--- src/rtl/multi_cycle_seq.sv ---
// Multi-cycle instruction sequencer: owns PC, IR and the FETCH/DECODE/EXEC/MEM/WB control FSM.
// Optional memory-wait watchdog enabled by defining MC_SEQ_TIMEOUT_EN.
module multi_cycle_seq #(
    parameter int          PC_W        = 32,
    parameter logic [31:0] RESET_VEC   = 32'h0000_0000,
    parameter int          MEM_TIMEOUT = 255
) (
    input  logic            i_clk,
    input  logic            i_rst,
    output logic            o_imem_req,
    output logic [PC_W-1:0] o_imem_addr,
    input  logic            i_imem_ack,
    input  logic [31:0]     i_imem_rdata,
    output logic            o_dmem_req,
    output logic            o_dmem_we,
    input  logic            i_dmem_ack,
    input  logic            i_is_load,
    input  logic            i_is_store,
    input  logic            i_rd_wren,
    input  logic            i_pc_sel,
    input  logic            i_illegal,
    input  logic [31:0]     i_alu_result,
    output logic [PC_W-1:0] o_pc,
    output logic [PC_W-1:0] o_pc_plus4,
    output logic [31:0]     o_inst,
    output logic            o_rd_wren,
    output logic            o_ld_capture,
    output logic            o_retire,
    output logic [2:0]      o_state,
    output logic            o_trap,
    output logic [1:0]      o_trap_cause
);

    localparam logic [2:0] S_FETCH  = 3'd0;
    localparam logic [2:0] S_DECODE = 3'd1;
    localparam logic [2:0] S_EXEC   = 3'd2;
    localparam logic [2:0] S_MEM    = 3'd3;
    localparam logic [2:0] S_WB     = 3'd4;
    localparam logic [2:0] S_TRAP   = 3'd7;

    localparam logic [1:0] CAUSE_ILLEGAL    = 2'b01;
    localparam logic [1:0] CAUSE_TIMEOUT    = 2'b10;
    localparam logic [1:0] CAUSE_MISALIGNED = 2'b11;

    logic [2:0]      state_reg;
    logic [2:0]      state_next;
    logic [PC_W-1:0] pc_reg;
    logic [PC_W-1:0] pc_plus4;
    logic [PC_W-1:0] pc_target;
    logic [31:0]     ir_reg;
    logic            trap_reg;
    logic [1:0]      cause_reg;
    logic [1:0]      cause_next;
    logic            wb_misaligned;
    logic            timed_out;

    assign pc_plus4      = pc_reg + PC_W'(4);
    assign pc_target     = i_pc_sel ? (i_alu_result[PC_W-1:0] & {{(PC_W-1){1'b1}}, 1'b0})
                                    : pc_plus4;
    assign wb_misaligned = |pc_target[1:0];

`ifdef MC_SEQ_TIMEOUT_EN
    localparam int CNT_W = $clog2(MEM_TIMEOUT + 1);

    logic [CNT_W-1:0] wait_cnt_reg;
    logic             mem_wait;
    logic             mem_ack;

    assign mem_wait  = (state_reg == S_FETCH) || (state_reg == S_MEM);
    assign mem_ack   = ((state_reg == S_FETCH) && i_imem_ack) ||
                       ((state_reg == S_MEM)   && i_dmem_ack);
    // An ack arriving on the limit cycle still wins over the timeout.
    assign timed_out = mem_wait && !mem_ack && (wait_cnt_reg == CNT_W'(MEM_TIMEOUT));

    always_ff @(posedge i_clk) begin
        if (!i_rst) begin
            wait_cnt_reg <= '0;
        end else if (state_next != state_reg) begin
            wait_cnt_reg <= '0;
        end else if (mem_wait && !mem_ack) begin
            wait_cnt_reg <= wait_cnt_reg + CNT_W'(1);
        end
    end
`else
    assign timed_out = (MEM_TIMEOUT < 0);
`endif

    always_ff @(posedge i_clk) begin
        if (!i_rst) begin
            state_reg <= S_FETCH;
        end else begin
            state_reg <= state_next;
        end
    end

    always_comb begin
        state_next = state_reg;
        cause_next = cause_reg;
        case (state_reg)
            S_FETCH: begin
                if (timed_out) begin
                    state_next = S_TRAP;
                    cause_next = CAUSE_TIMEOUT;
                end else if (i_imem_ack) begin
                    state_next = S_DECODE;
                end
            end
            S_DECODE: state_next = S_EXEC;
            S_EXEC: begin
                if (i_illegal) begin
                    state_next = S_TRAP;
                    cause_next = CAUSE_ILLEGAL;
                end else if (i_is_load || i_is_store) begin
                    state_next = S_MEM;
                end else begin
                    state_next = S_WB;
                end
            end
            S_MEM: begin
                if (timed_out) begin
                    state_next = S_TRAP;
                    cause_next = CAUSE_TIMEOUT;
                end else if (i_dmem_ack) begin
                    state_next = S_WB;
                end
            end
            S_WB: begin
                if (wb_misaligned) begin
                    state_next = S_TRAP;
                    cause_next = CAUSE_MISALIGNED;
                end else begin
                    state_next = S_FETCH;
                end
            end
            S_TRAP:  state_next = S_TRAP;
            default: state_next = S_FETCH;
        endcase
    end

    // Requests and pulses are held low while reset is asserted.
    always_comb begin
        o_imem_req   = 1'b0;
        o_dmem_req   = 1'b0;
        o_dmem_we    = 1'b0;
        o_ld_capture = 1'b0;
        o_retire     = 1'b0;
        o_rd_wren    = 1'b0;
        if (i_rst) begin
            case (state_reg)
                S_FETCH: o_imem_req = 1'b1;
                S_MEM: begin
                    o_dmem_req   = 1'b1;
                    o_dmem_we    = i_is_store;
                    o_ld_capture = i_dmem_ack && !i_is_store;
                end
                S_WB: begin
                    o_retire  = !wb_misaligned;
                    o_rd_wren = !wb_misaligned && i_rd_wren && !i_is_store;
                end
                default: ;
            endcase
        end
    end

    always_ff @(posedge i_clk) begin
        if (!i_rst) begin
            pc_reg    <= RESET_VEC[PC_W-1:0];
            ir_reg    <= 32'h0000_0013;
            trap_reg  <= 1'b0;
            cause_reg <= 2'b00;
        end else begin
            if ((state_reg == S_FETCH) && i_imem_ack) begin
                ir_reg <= i_imem_rdata;
            end
            if ((state_reg == S_WB) && !wb_misaligned) begin
                pc_reg <= pc_target;
            end
            if (state_next == S_TRAP) begin
                trap_reg <= 1'b1;
            end
            cause_reg <= cause_next;
        end
    end

    assign o_imem_addr  = pc_reg;
    assign o_pc         = pc_reg;
    assign o_pc_plus4   = pc_plus4;
    assign o_inst       = ir_reg;
    assign o_state      = state_reg;
    assign o_trap       = trap_reg;
    assign o_trap_cause = cause_reg;

endmodule

--- config.mk ---
export PLATFORM = sky130hd
export DESIGN_NAME = multi_cycle_seq
export DESIGN_NICKNAME = d
export VERILOG_FILES = /design/src/rtl/multi_cycle_seq.sv
export SDC_FILE = /design/constraint.sdc
export NUM_CORES = 1
export LEC_CHECK = 0
export BUFFER_PORTS_ARGS = -buffer_cell sky130_fd_sc_hd__buf_2
export CORE_ASPECT_RATIO = 1.25
export CORE_MARGIN = 2
export CORE_UTILIZATION = 30
export CTS_CLUSTER_DIAMETER = 50
export DETAILED_ROUTE_END_ITERATION = 16
export GPL_ROUTABILITY_DRIVEN = 0
export GPL_TIMING_DRIVEN = 0
export SLEW_MARGIN = 20
export SYNTH_ARGS = -nofsm -noshare
export SYNTH_HDL_FRONTEND = slang
export SYNTH_SLANG_ARGS = --single-unit
--- constraint.sdc ---
create_clock -name i_clk -period 1.9 [get_ports i_clk]
set_input_delay 0.285 -clock i_clk [delete_from_list [all_inputs] [get_ports i_clk]]
set_output_delay 0.285 -clock i_clk [all_outputs]
set_load 0.1 [all_outputs]
==> flow_metrics.tcl <==
set metrics [dict create \
    run_status "complete, but fails checks" \
    violated_checks "setup timing" \
    first_global_vias 4974 \
    fin_crit_ns 2.44 \
    io_buffers 210 \
    yosys-top-cells-area "sky130_fd_sc_hd__dfxtp_1 (34%), sky130_fd_sc_hd__nand2_1 (8.2%), sky130_fd_sc_hd__buf_4 (6.5%)" \
    count_of_antenna_diodes_in_the_layout 0 \
    post_synth_inst_count 522 \
    fin_ws_ns -0.541 \
    numClockSinks 70 \
    fp.dieArea_um2 14500 \
    power_leakage_nw 3.84 \
    timing.final.setup_violations 31 \
    synth_area_per_cell_um2 7.79 \
    report.power.total_mw 5.49 \
    io-pin-count 213 \
    chipWidth_um 108 \
    cp_data_arrival_time_ns 2.16 \
    ir_drop_mv 0.691 \
    drt-pass1-iter-count 5 \
    ys_warn_count 0 \
    hold-path-cell-count 3 \
    area_growth_from_synthesis_to_final_layout_pct 97.0 \
    relSlewSlack 0.508 \
    synth-async-reset-ratio 0 \
    grt-ovfl-total 0 \
    antenna_found_initial 0 \
    ctsLongestPathBuffers 2 \
    final_area_um2 8010 \
    period_share 1.28 \
    count_of_h_tree_levels_built_during_cts 3 \
    finalHoldViolations 0 \
    grt_pass1_wl_mm 26.3 \
    grt_start_max_net_pins 14 \
    hold_class "primary input to flop" \
    drt.antenna.violating_nets 0 \
    detail_route.wl_per_cell_um 17.3 \
    critPathCaptureType "output port" \
    post-route-util 0.605 \
    postSynth.topFlopCell "sky130_fd_sc_hd__dfxtp_1" \
    slew_violations 0 \
    cts.clk_slew.worst_paths_ns 0.06 \
    initial_core_util 0.307 \
    power.net_switching_mw 2.39 \
    yosysUniqueCellTypes 61 \
    cts-buffers-inserted 9 \
    cts_hold_buf 0 \
    critPathMaxFanout 5 \
    relative_contribution_of_combinational_cells_to_total_power 0.381 \
    final.setup_skew_ns 0.00694 \
    unrepaired_setup_endpoints_after_global_routing "yes" \
    timing.hold.worst_endpoint "o_inst[0]" \
    postSynthRegisterBits 70 \
    placed_cells_incl_taps 903 \
    netlist_top_cells_count "sky130_fd_sc_hd__nand2_1 (89), sky130_fd_sc_hd__dfxtp_1 (70), sky130_fd_sc_hd__a21oi_1 (44)" \
    ws_path_type "flop to output port" \
    synth_enable_flop_cells 0 \
    tightestPinTransition_ns 0.739 \
    power_frac_seq 0.301 \
    post_dp_cell_area_um2 6190 \
    layout-drive-gt1-share 0.586 \
    intPower_mw 3.10 \
    library_cell_with_the_highest_instance_count_after_synthesis "sky130_fd_sc_hd__nand2_1" \
    drt_drc_violations_left 0 \
    floorplan.rows 47 \
    chipHeight_um 134 \
    timing.rr.start "o_imem_addr[3]" \
    worst-endpoint-required_ns 1.62 \
    track_usage 0.234 \
    reg_to_reg_end "o_imem_addr[16]" \
    detailedRoute.firstIterationViolations 255 \
    worst_skew_late_latency_ns 0.34 \
    ff2ff_path_depth 12 \
    power_density_nw_per_um2 686 \
    final_cell_count_without_fillers 1010 \
    tns_ns -10.26 \
    min-delay-start "i_imem_rdata[0]" \
    total_wirelength_mm 17.5 \
    route.vias.total 5216 \
    yosysSeqAreaShare 0.345 \
    synthesis.area_um2 4070 \
    tritoncts_clock_tree "built" \
    detailedPlacementHpwl_mm 12.0 \
    nature_of_the_critical_path_startpoint "flop" \
    reg2reg_slack_ns -0.22 \
    swShare 0.435 \
    post-synth-top-area-fraction 0.345 \
    yosysTopAreaCell "sky130_fd_sc_hd__dfxtp_1" \
    ctsRootBufferMaster "sky130_fd_sc_hd__clkbuf_16" \
    design.core.area_um2 13200 \
    postSynthNetCount 596 \
    clockPowerShare 0.318 \
    route.detailed.vias_per_inst 5.16 \
    drv.max_cap_violation_count 0 \
    timing.fmax_mhz 410 \
    finish.net_count 908 \
]
worst max-delay path, cell delays in order (launching register included):
cell,delay (ns)
sky130_fd_sc_hd__dfxtp_4,0.38
sky130_fd_sc_hd__ha_4,0.15
sky130_fd_sc_hd__nand3_4,0.10
sky130_fd_sc_hd__or3_4,0.37
sky130_fd_sc_hd__nor3_4,0.18
sky130_fd_sc_hd__buf_12,0.15
sky130_fd_sc_hd__nand3_4,0.09
sky130_fd_sc_hd__xnor2_4,0.20
sky130_fd_sc_hd__buf_12,0.19
worst max path at each step:
stage	start	endpoint	slack (ns)	cells after the start
2_1_floorplan	o_imem_addr[2]	o_pc_plus4[24]	-0.72	6
3_3_place_gp	o_imem_addr[15]	o_pc_plus4[31]	-0.72	7
3_5_place_dp	o_imem_addr[15]	o_pc_plus4[31]	-0.71	7
4_1_cts	o_imem_addr[3]	o_pc_plus4[24]	-0.58	8
5_1_grt	o_imem_addr[3]	o_pc_plus4[24]	-0.62	8
6_report	o_imem_addr[3]	o_pc_plus4[24]	-0.54	8
cells in the final DEF (no fill, tap or decap), drive strengths merged, types with 2 or more instances in the layout:
cell type,count
dfxtp,70
o31ai,4
nand3,29
and3,9
buf,345
a31oi,2
xnor2,16
xor2,11
mux2i,7
clkbuf,40
nor2b,2
o211ai,6
nor4,9
nand4,13
a32oi,2
a41o,3
nand2b,6
or2,2
a21oi,44
nor3,14
nand2,89
nor2,33
a22o,6
a21o,2
a221oi,4
o211a,3
o311ai,2
and3b,2
and2,2
or3,6
a32o,8
inv,7
a211oi,2
o21ai,20
clkinv,4
final cells by class:
type / instances / area [um^2]
Sequential cell: 70 / 1510
Fill cell: 1141 / 5220
Tap cell: 171 / 214
Timing Repair Buffer: 305 / 2310
Buffer: 69 / 458
Clock inverter: 5 / 37.5
Inverter: 7 / 30.0
Clock buffer: 11 / 275
Multi-Input combinational cell: 372 / 3170
per-stage QoR:
| step | hold slack [ns] | setup WS, ns |
|---|---|---|
| after CTS | 0.141 | -0.584 |
| after global routing | 0.153 | -0.617 |
| after global placement | 0.439 | -0.725 |
| after detailed placement | 0.447 | -0.713 |
| after floorplan | 0.409 | -0.723 |
| final | 0.153 | -0.541 |
flip-flops by register name, summed over array words and instances (netlist names):
signal / cells
o_imem_addr: 32
o_state: 3
o_trap: 1
o_trap_cause: 2
o_inst: 32
power by group through the flow:
stage	Clock [mW]	Sequential (mW)	Combinational (mW)
finish	1.75	1.65	2.09
global route	1.84	1.67	2.19
CTS	1.78	1.66	2.05
detailed placement	0	1.69	1.95
global placement	0	1.68	1.93
floorplan	0	2.47	0.788
metal layers:
layer | track usage | wire [um] | up-vias | part of all wire
met2 | 0.413 | 8930 | 275 | 0.51
li1 | - | - | 2444 | -
met5 | 0 | 0 | - | 0
met3 | 0.0583 | 1480 | 42 | 0.085
met1 | 0.268 | 6510 | 2455 | 0.37
met4 | 0.0940 | 576 | 0 | 0.033
what timing repair did:
item / CTS / global route
buffers inserted: 57 / 41
resized for setup: 174 / 34
pin swaps: 33 / 35
endpoints found under the setup margin: 52 / 54
gates cloned: 1 / 0
cells by family (layout without fill, tap and decap cells):
family                     Yosys count  in the layout  synth area share
xor gates and xnor gates            27             27            0.0582
DFF                                 70             70             0.345
and+or+nand+nor                    219            220             0.275
adders and majority gates            1              1           0.00308
muxes                                8              8            0.0200
AOI/OAI and AO/OA                  116            116             0.190
buffers and inverters               81            397             0.109
(Power assumes the default switching activity.)
